$ cat src/rtl/spi_slave_xfer_ctrl.sv
// SPI slave transfer controller: oversamples the SPI pins in the pclk domain and
// moves DATA_WIDTH-bit words between the serial lines and a parallel host port.
module spi_slave_xfer_ctrl #(
  parameter int unsigned           DATA_WIDTH = 8,
  parameter logic [DATA_WIDTH-1:0] IDLE_WORD  = '1
) (
  input  logic                  pclk,
  input  logic                  presetn,
  input  logic                  cfg_cpol,
  input  logic                  cfg_cpha,
  input  logic                  cfg_lsb_first,
  input  logic                  sclk,
  input  logic                  cs,
  input  logic                  mosi0,
  output logic                  miso0,
  input  logic [DATA_WIDTH-1:0] tx_data,
  input  logic                  tx_valid,
  output logic                  tx_ready,
  output logic [DATA_WIDTH-1:0] rx_data,
  output logic                  rx_valid,
  input  logic                  rx_ready,
  output logic                  busy,
  output logic                  underflow,
  output logic                  overrun,
  output logic                  frame_err
);

  // Host handshakes: a word moves on tx and rx only in a cycle where valid and
  // ready are both high; valid never waits for ready and rx_valid holds until taken.

  localparam int unsigned     CW       = $clog2(DATA_WIDTH) + 1;
  localparam logic [CW-1:0]   LAST_CNT = CW'(DATA_WIDTH - 1);

  typedef enum logic [1:0] {
    ST_IDLE  = 2'd0,
    ST_LOAD  = 2'd1,
    ST_SHIFT = 2'd2
  } state_t;

  state_t                 state_q, state_d;
  logic                   sclk_s1_q, sclk_s2_q, sclk_s3_q;
  logic                   cs_s1_q, cs_s2_q, cs_s3_q;
  logic                   mosi_s1_q, mosi_s2_q;
  logic                   cpol_q, cpol_d;
  logic                   cpha_q, cpha_d;
  logic                   lsb_q, lsb_d;
  logic [CW-1:0]          cnt_q, cnt_d;
  logic [DATA_WIDTH-1:0]  sin_q, sin_d;
  logic [DATA_WIDTH-1:0]  sout_q, sout_d;
  logic                   out_bit_q, out_bit_d;
  logic                   miso_q, miso_d;
  logic                   done_q, done_d;
  logic [DATA_WIDTH-1:0]  rx_data_q, rx_data_d;
  logic                   rx_valid_q, rx_valid_d;
  logic                   busy_q, busy_d;
  logic                   underflow_q, underflow_d;
  logic                   overrun_q, overrun_d;
  logic                   frame_err_q, frame_err_d;

  logic                   sclk_rise, sclk_fall, cs_rise, cs_fall;
  logic                   lead, trail, sample_ev, drive_ev, fetch;
  logic [DATA_WIDTH-1:0]  tx_word;

  function automatic logic head_bit(input logic [DATA_WIDTH-1:0] w, input logic lsb);
    return lsb ? w[0] : w[DATA_WIDTH-1];
  endfunction

  function automatic logic [DATA_WIDTH-1:0] shift_out(input logic [DATA_WIDTH-1:0] w,
                                                      input logic lsb);
    return lsb ? {1'b1, w[DATA_WIDTH-1:1]} : {w[DATA_WIDTH-2:0], 1'b1};
  endfunction

  function automatic logic [DATA_WIDTH-1:0] shift_in(input logic [DATA_WIDTH-1:0] w,
                                                     input logic lsb, input logic b);
    return lsb ? {b, w[DATA_WIDTH-1:1]} : {w[DATA_WIDTH-2:0], b};
  endfunction

  assign sclk_rise = sclk_s2_q & ~sclk_s3_q;
  assign sclk_fall = ~sclk_s2_q & sclk_s3_q;
  assign cs_rise   = cs_s2_q & ~cs_s3_q;
  assign cs_fall   = ~cs_s2_q & cs_s3_q;

  // Lead leaves the idle level chosen by cpol; a cs rise masks any edge in its cycle.
  assign lead      = cpol_q ? sclk_fall : sclk_rise;
  assign trail     = cpol_q ? sclk_rise : sclk_fall;
  assign sample_ev = (state_q == ST_SHIFT) && !cs_rise && (cpha_q ? trail : lead);
  assign drive_ev  = (state_q == ST_SHIFT) && !cs_rise && (cpha_q ? lead : trail);

  assign fetch     = !cs_rise && ((state_q == ST_LOAD) || ((state_q == ST_SHIFT) && done_q));
  assign tx_word   = tx_valid ? tx_data : IDLE_WORD;
  assign tx_ready  = fetch && tx_valid;

  always_comb begin
    state_d     = state_q;
    cpol_d      = cpol_q;
    cpha_d      = cpha_q;
    lsb_d       = lsb_q;
    cnt_d       = cnt_q;
    sin_d       = sin_q;
    sout_d      = sout_q;
    out_bit_d   = out_bit_q;
    miso_d      = (state_q == ST_SHIFT) ? out_bit_q : 1'b1;
    busy_d      = busy_q;
    done_d      = 1'b0;
    rx_data_d   = rx_data_q;
    rx_valid_d  = rx_valid_q;
    underflow_d = 1'b0;
    overrun_d   = 1'b0;
    frame_err_d = 1'b0;

    case (state_q)
      ST_IDLE: begin
        if (cs_fall) begin
          state_d   = ST_LOAD;
          cpol_d    = cfg_cpol;
          cpha_d    = cfg_cpha;
          lsb_d     = cfg_lsb_first;
          cnt_d     = '0;
          sin_d     = '0;
          out_bit_d = 1'b1;
          busy_d    = 1'b1;
        end
      end
      ST_LOAD: begin
        if (cs_rise) begin
          state_d   = ST_IDLE;
          busy_d    = 1'b0;
          out_bit_d = 1'b1;
        end else begin
          state_d     = ST_SHIFT;
          sout_d      = tx_word;
          underflow_d = ~tx_valid;
          // cpha=0 masters sample on the first lead, so bit 0 must already be out.
          if (!cpha_q) begin
            out_bit_d = head_bit(tx_word, lsb_q);
            miso_d    = head_bit(tx_word, lsb_q);
            sout_d    = shift_out(tx_word, lsb_q);
          end
        end
      end
      ST_SHIFT: begin
        if (cs_rise) begin
          state_d     = ST_IDLE;
          busy_d      = 1'b0;
          out_bit_d   = 1'b1;
          miso_d      = 1'b1;
          frame_err_d = (cnt_q != '0);
          cnt_d       = '0;
        end else begin
          if (sample_ev) begin
            sin_d = shift_in(sin_q, lsb_q, mosi_s2_q);
            if (cnt_q == LAST_CNT) begin
              cnt_d  = '0;
              done_d = 1'b1;
            end else begin
              cnt_d = cnt_q + 1'b1;
            end
          end
          if (drive_ev) begin
            out_bit_d = head_bit(sout_q, lsb_q);
            sout_d    = shift_out(sout_q, lsb_q);
          end
          // The fetched word is left unshifted; its first bit goes out on the next drive edge.
          if (done_q) begin
            sout_d      = tx_word;
            underflow_d = ~tx_valid;
          end
        end
      end
      default: state_d = ST_IDLE;
    endcase

    if (done_q) begin
      rx_data_d  = sin_q;
      rx_valid_d = 1'b1;
      overrun_d  = rx_valid_q && !rx_ready;
    end else if (rx_valid_q && rx_ready) begin
      rx_valid_d = 1'b0;
    end
  end

  always_ff @(posedge pclk) begin
    if (!presetn) begin
      state_q     <= ST_IDLE;
      sclk_s1_q   <= 1'b0;
      sclk_s2_q   <= 1'b0;
      sclk_s3_q   <= 1'b0;
      cs_s1_q     <= 1'b1;
      cs_s2_q     <= 1'b1;
      cs_s3_q     <= 1'b1;
      mosi_s1_q   <= 1'b0;
      mosi_s2_q   <= 1'b0;
      cpol_q      <= 1'b0;
      cpha_q      <= 1'b0;
      lsb_q       <= 1'b0;
      cnt_q       <= '0;
      sin_q       <= '0;
      sout_q      <= '1;
      out_bit_q   <= 1'b1;
      miso_q      <= 1'b1;
      done_q      <= 1'b0;
      rx_data_q   <= '0;
      rx_valid_q  <= 1'b0;
      busy_q      <= 1'b0;
      underflow_q <= 1'b0;
      overrun_q   <= 1'b0;
      frame_err_q <= 1'b0;
    end else begin
      state_q     <= state_d;
      sclk_s1_q   <= sclk;
      sclk_s2_q   <= sclk_s1_q;
      sclk_s3_q   <= sclk_s2_q;
      cs_s1_q     <= cs;
      cs_s2_q     <= cs_s1_q;
      cs_s3_q     <= cs_s2_q;
      mosi_s1_q   <= mosi0;
      mosi_s2_q   <= mosi_s1_q;
      cpol_q      <= cpol_d;
      cpha_q      <= cpha_d;
      lsb_q       <= lsb_d;
      cnt_q       <= cnt_d;
      sin_q       <= sin_d;
      sout_q      <= sout_d;
      out_bit_q   <= out_bit_d;
      miso_q      <= miso_d;
      done_q      <= done_d;
      rx_data_q   <= rx_data_d;
      rx_valid_q  <= rx_valid_d;
      busy_q      <= busy_d;
      underflow_q <= underflow_d;
      overrun_q   <= overrun_d;
      frame_err_q <= frame_err_d;
    end
  end

  assign miso0     = miso_q;
  assign rx_data   = rx_data_q;
  assign rx_valid  = rx_valid_q;
  assign busy      = busy_q;
  assign underflow = underflow_q;
  assign overrun   = overrun_q;
  assign frame_err = frame_err_q;

endmodule

$ cat config.mk
export PLATFORM = sky130hd
export DESIGN_NAME = spi_slave_xfer_ctrl
export DESIGN_NICKNAME = d
export VERILOG_FILES = /design/src/rtl/spi_slave_xfer_ctrl.sv
export SDC_FILE = /design/constraint.sdc
export NUM_CORES = 1
export LEC_CHECK = 0
export BUFFER_PORTS_ARGS = -buffer_cell sky130_fd_sc_hd__buf_2
export CORE_MARGIN = 2
export CORE_UTILIZATION = 55
export DETAILED_ROUTE_END_ITERATION = 16
export PLACE_DENSITY = 0.76
export REMOVE_ABC_BUFFERS = 1
export SYNTH_ARGS = -nofsm -noshare
export SYNTH_HDL_FRONTEND = slang
export SYNTH_SLANG_ARGS = --single-unit
$ cat constraint.sdc
create_clock -name pclk -period 5.75 [get_ports pclk]
set_input_delay 1.15 -clock pclk [delete_from_list [all_inputs] [get_ports pclk]]
set_output_delay 1.15 -clock pclk [all_outputs]
set_load 0.01 [all_outputs]
Word-level counts from Yosys, hierarchy flattened
Cells that the tools add are included.

Register bits: 49. Input bits: 18. Output and inout bits: 15. Logic and storage cells: 128.

Add/subtract/negate cells: 1. Equality and inequality tests: 13. Mux-type cells: 49. Bitwise logic cells: 12. Reductions and logical operators: 29.

Operators by type and width (number): $mux W8 (12); $pmux W8 S2 (2); $mux W1 (22); $mux W4 (4); $ne A3 B3 Y1 const B (4); $reduce_and A4 Y1 (3); $ne A2 B2 Y1 const B (5); $reduce_and A3 Y1 (3); $logic_and A1 B1 Y1 (8); $not A1 Y1 (8); $pmux W4 S2 (1); $reduce_bool A2 Y1 (4); $mux W2 (3); $pmux W1 S2 (3); $pmux W2 S3 (1); $reduce_and A2 Y1 (3); $add A4 B1 Y4 const B (1); $and A1 B1 Y1 (4); $eq A4 B3 Y1 const B (1); $reduce_bool A4 Y1 (1); $reduce_or A4 Y1 (1); $pmux W1 S3 (1); $reduce_bool A3 Y1 (1); $eq A2 B1 Y1 const B (1); other kinds (6) (7).

Logic depth before layout (Yosys ltp)
Depth in word-level cells: 9. Gate-level depth with buffers: 9. Gate-level depth less buffers: 7.

Least setup slack after synthesis
OpenSTA, ideal clock, no wires.

Kind: input port to output port. From: input port tx_valid. To: output port tx_ready. Arrival: 1747 ps. Data required time: 4600 ps. Slack: 2853 ps. Cell stages on the path: 2. Buffers on the path: 1. Path through: clkbuf_1 -> nor3b_1.

Longest elaborated chain between the ends: 1.

RTL lines: start, declared (RTL line 17) `input logic tx_valid,`; $logic_and A1 B1 Y1 (RTL line 91) `assign tx_ready = fetch && tx_valid;`; end, declared (RTL line 18) `output logic tx_ready,`.

No other way between the ends.

Final worst setup path
Same ends and word-level chain as after synthesis.

==> flow_metrics.py <==
metrics = {
    "clock_tree": {
        "insertion_delay_ns": 0.31,
        "h-tree-depth": 2,
        "ctsHoldBuffers": 0,
        "clockBufferDepth": 2,
        "clk_pin_slew_ns": 0.09,
        "tritoncts": "done",
        "cts-root-buf": "clkbuf_8",
        "cts_resized": 0,
        "cts.sink_count": 49,
        "numCtsBuffers": 5,
        "cts_setup_buffers": 0,
    },
    "power_and_ir_drop": {
        "p_int_mw": 0.5751,
        "switching_share_pct": 32.81,
        "vdd_drop_max_mv": 0.1759,
        "seqPwrFrac_pct": 43.9,
        "clkPwrFrac_pct": 29.2,
        "switchingPower_mw": 0.2809,
        "powerDensity_nw_per_um2": 291.1,
        "power.total_mw": 0.8560,
        "pwr-share-comb_pct": 26.9,
        "p_leak_nw": 1.104,
    },
    "timing": {
        "skew_ns": 0.007721,
        "fmax_ghz": 0.3479,
        "rsz0062_at_grt": "false",
        "fin_tns_setup_ns": 0,
        "finalSetupViolCount": 0,
        "relSlewSlack_pct": 55.29,
        "worst_pin_slew_ns": 0.6693,
        "drv_slew": 0,
        "period_needed_ns": 2.875,
        "finalCritPeriodShare_pct": 49.99,
        "finalHoldViolCount": 0,
    },
    "logic_synthesis": {
        "yosysTopAreaCellShare_pct": 36.64,
        "synth_top_flop_cell": "dfxtp_1",
        "yosysMostFrequentCell": "dfxtp_1",
        "yosys_warnings": 0,
        "ys_seq_area_share_pct": 36.64,
        "ys_ff_latch": 49,
        "async_flop_share_pct": 0,
        "syn-cell-area_um2": 2678,
        "netlist_instances": 305,
        "yosysTopAreaCell": "dfxtp_1",
        "synth_edf_count": 0,
        "synthTopCellsByArea": "dfxtp_1 (37%), mux2i_1 (13%), nor2b_1 (4.4%), nand2_1 (4.1%), ha_1 (3.3%)",
        "yosys-top-cells-count": "dfxtp_1 (49), mux2i_1 (36), nand2_1 (29), nor2b_1 (19), a21oi_1 (17)",
        "synth_cell_types": 47,
        "avgSynthCellArea_um2": 8.779,
    },
    "routing": {
        "routed-via-count": 2175,
        "viasPerCell": 5.534,
        "drt-initial-drc-count": 125,
        "wl_per_cell_um": 13.39,
        "drc": 0,
        "routed_wirelength_mm": 5.262,
        "drt_first_pass_iters": 4,
        "ant_nets": 0,
    },
    "worst_setup_path": {
        "cp_max_fo": 16,
        "path_class": "in -> out",
        "crit_start": "tx_valid",
        "arrival_ns": 1.72,
        "r2r-end": "sout_q[0]",
        "cp-end-kind": "output pin",
        "rrSetupSlack_ns": 3.46,
        "startpoint_type": "input port",
        "worstRegToRegCells": 7,
        "setup.worst_path.end": "tx_ready",
        "required_ns": 4.60,
        "r2r-start": "state_q[0]",
    },
    "final_layout": {
        "finalNonFillerCells": 393,
        "n_fill_cell": 423,
        "drive_gt1_share_pct": 14.72,
        "fin_nets": 350,
        "syn2layout_area_growth_pct": 9.813,
        "num_antenna_cells": 0,
        "fin_util_pct": 62.25,
    },
    "grt": {
        "grt_pass1_wl_mm": 8.625,
        "antenna_found_initial": 0,
        "track_usage_pct": 20.32,
        "overflow": 0,
        "grt_max_degree": 51,
        "grt_pass1_vias": 1932,
    },
    "min_path": {
        "hold_class": "reg -> reg",
    },
    "placement": {
        "dp_hpwl_mm": 3.455,
        "gp_congestion": 0.8126,
        "portBuffers": 32,
        "place_inst": 385,
    },
    "floorplanning": {
        "rows": 25,
        "initial_core_util_pct": 56.69,
        "die_y_um": 73.78,
        "die-area_um2": 5443,
        "dieWidth_um": 73.78,
        "io_pins": 33,
        "coreArea_um2": 4723,
    },
    "run": {
        "maxCapViolCount": 0,
    },
    "run_status": {
        "status": "finished, final reports clean",
    },
}
state kept, by name, indices dropped and copies added, names as in the netlist:
signal / cells
rx_data: 8
sin_q: 8
sout_q: 8
cnt_q: 4
state_q: 2
busy: 1
cpha_q: 1
cpol_q: 1
cs_s1_q: 1
cs_s2_q: 1
cs_s3_q: 1
done_q: 1
frame_err: 1
lsb_q: 1
miso0: 1
mosi_s1_q: 1
mosi_s2_q: 1
out_bit_q: 1
overrun: 1
rx_valid: 1
sclk_s1_q: 1
sclk_s2_q: 1
sclk_s3_q: 1
underflow: 1
per-layer routing:
layer  track usage, %  part of all wire, %  up-vias
li1                 -                    -     1110
met1            26.93                   50     1001
met2            32.74                   44       58
met3            4.115                  4.6        6
met4            7.273                  1.4        0
met5                0                    0        -
power groups by stage:
stage,Clock [mW],Combinational (mW),Sequential (mW)
2_1_floorplan,0,0.164,0.384
3_5_place_dp,0,0.224,0.383
4_1_cts,0.255,0.227,0.376
6_report,0.250,0.230,0.376
3_3_place_gp,0,0.221,0.383
5_1_grt,0.265,0.254,0.379
critical path: stages:
cell	delay, ns
buf_2	0.21
nor3b_1	0.20
buf_2	0.16
area by class of cell:
type	instances	area [um2]	share of cell area, %
Clock inverter	3	43.79	1.489
Tap cell	67	83.83	2.851
Sequential cell	49	980.9	33.36
Timing Repair Buffer	34	175.2	5.957
Inverter	10	37.54	1.277
Multi-Input combinational cell	225	1550	52.72
Clock buffer	5	68.82	2.340
how the worst min path moves through the flow:
| stage | startpoint | end | cells after the start |
|---|---|---|---|
| floorplan | cs_s1_q | cs_s2_q | 1 |
| global placement | cs_s1_q | cs_s2_q | 1 |
| detailed placement | cs_s1_q | cs_s2_q | 1 |
| CTS | cs_s1_q | cs_s2_q | 1 |
| global route | cs_s1_q | cs_s2_q | 1 |
| finish | cs_s1_q | cs_s2_q | 1 |
kinds of logic after synthesis:
| family | count (synthesis) | share of synthesized area (%) |
|---|---|---|
| and+or+nand+nor | 110 | 22.01 |
| AOI/OAI and AO/OA | 68 | 16.45 |
| DFF | 49 | 36.64 |
| buffers and inverters | 31 | 5.467 |
| muxes | 39 | 15.14 |
| xor gates and xnor gates | 1 | 1.028 |
| adders and majority gates | 7 | 3.271 |
stage by stage:
stage	hold WS, ns	area [um2]	worst slack (ns)
after floorplan	0.3863	2569	3.144
after global placement	0.3902	2828	2.897
after detailed placement	0.4076	2828	2.876
after CTS	0.4294	2940	2.869
after global routing	0.4559	2940	2.779
final	0.4228	2940	2.875
cell usage in the layout (no fill, tap or decap), types with 2 or more instances in the layout:
cell type,count
o21ai_1,9
and3_1,9
nor3b_1,2
mux2i_1,36
o22ai_1,8
a21boi_1,8
buf_4,2
nor3_1,3
ha_1,7
mux2_2,2
a31oi_1,3
buf_2,32
nor2_1,12
nand2b_1,10
nand3_1,4
o32ai_1,2
o21a_1,2
clkbuf_8,5
dfxtp_1,49
a21oi_1,17
or3_1,8
nand2_1,29
inv_1,10
a21boi_0,2
nand3b_1,4
o21ai_0,7
nor2b_1,19
and2_1,5
Note: power is estimated with default switching activity, not from simulation.
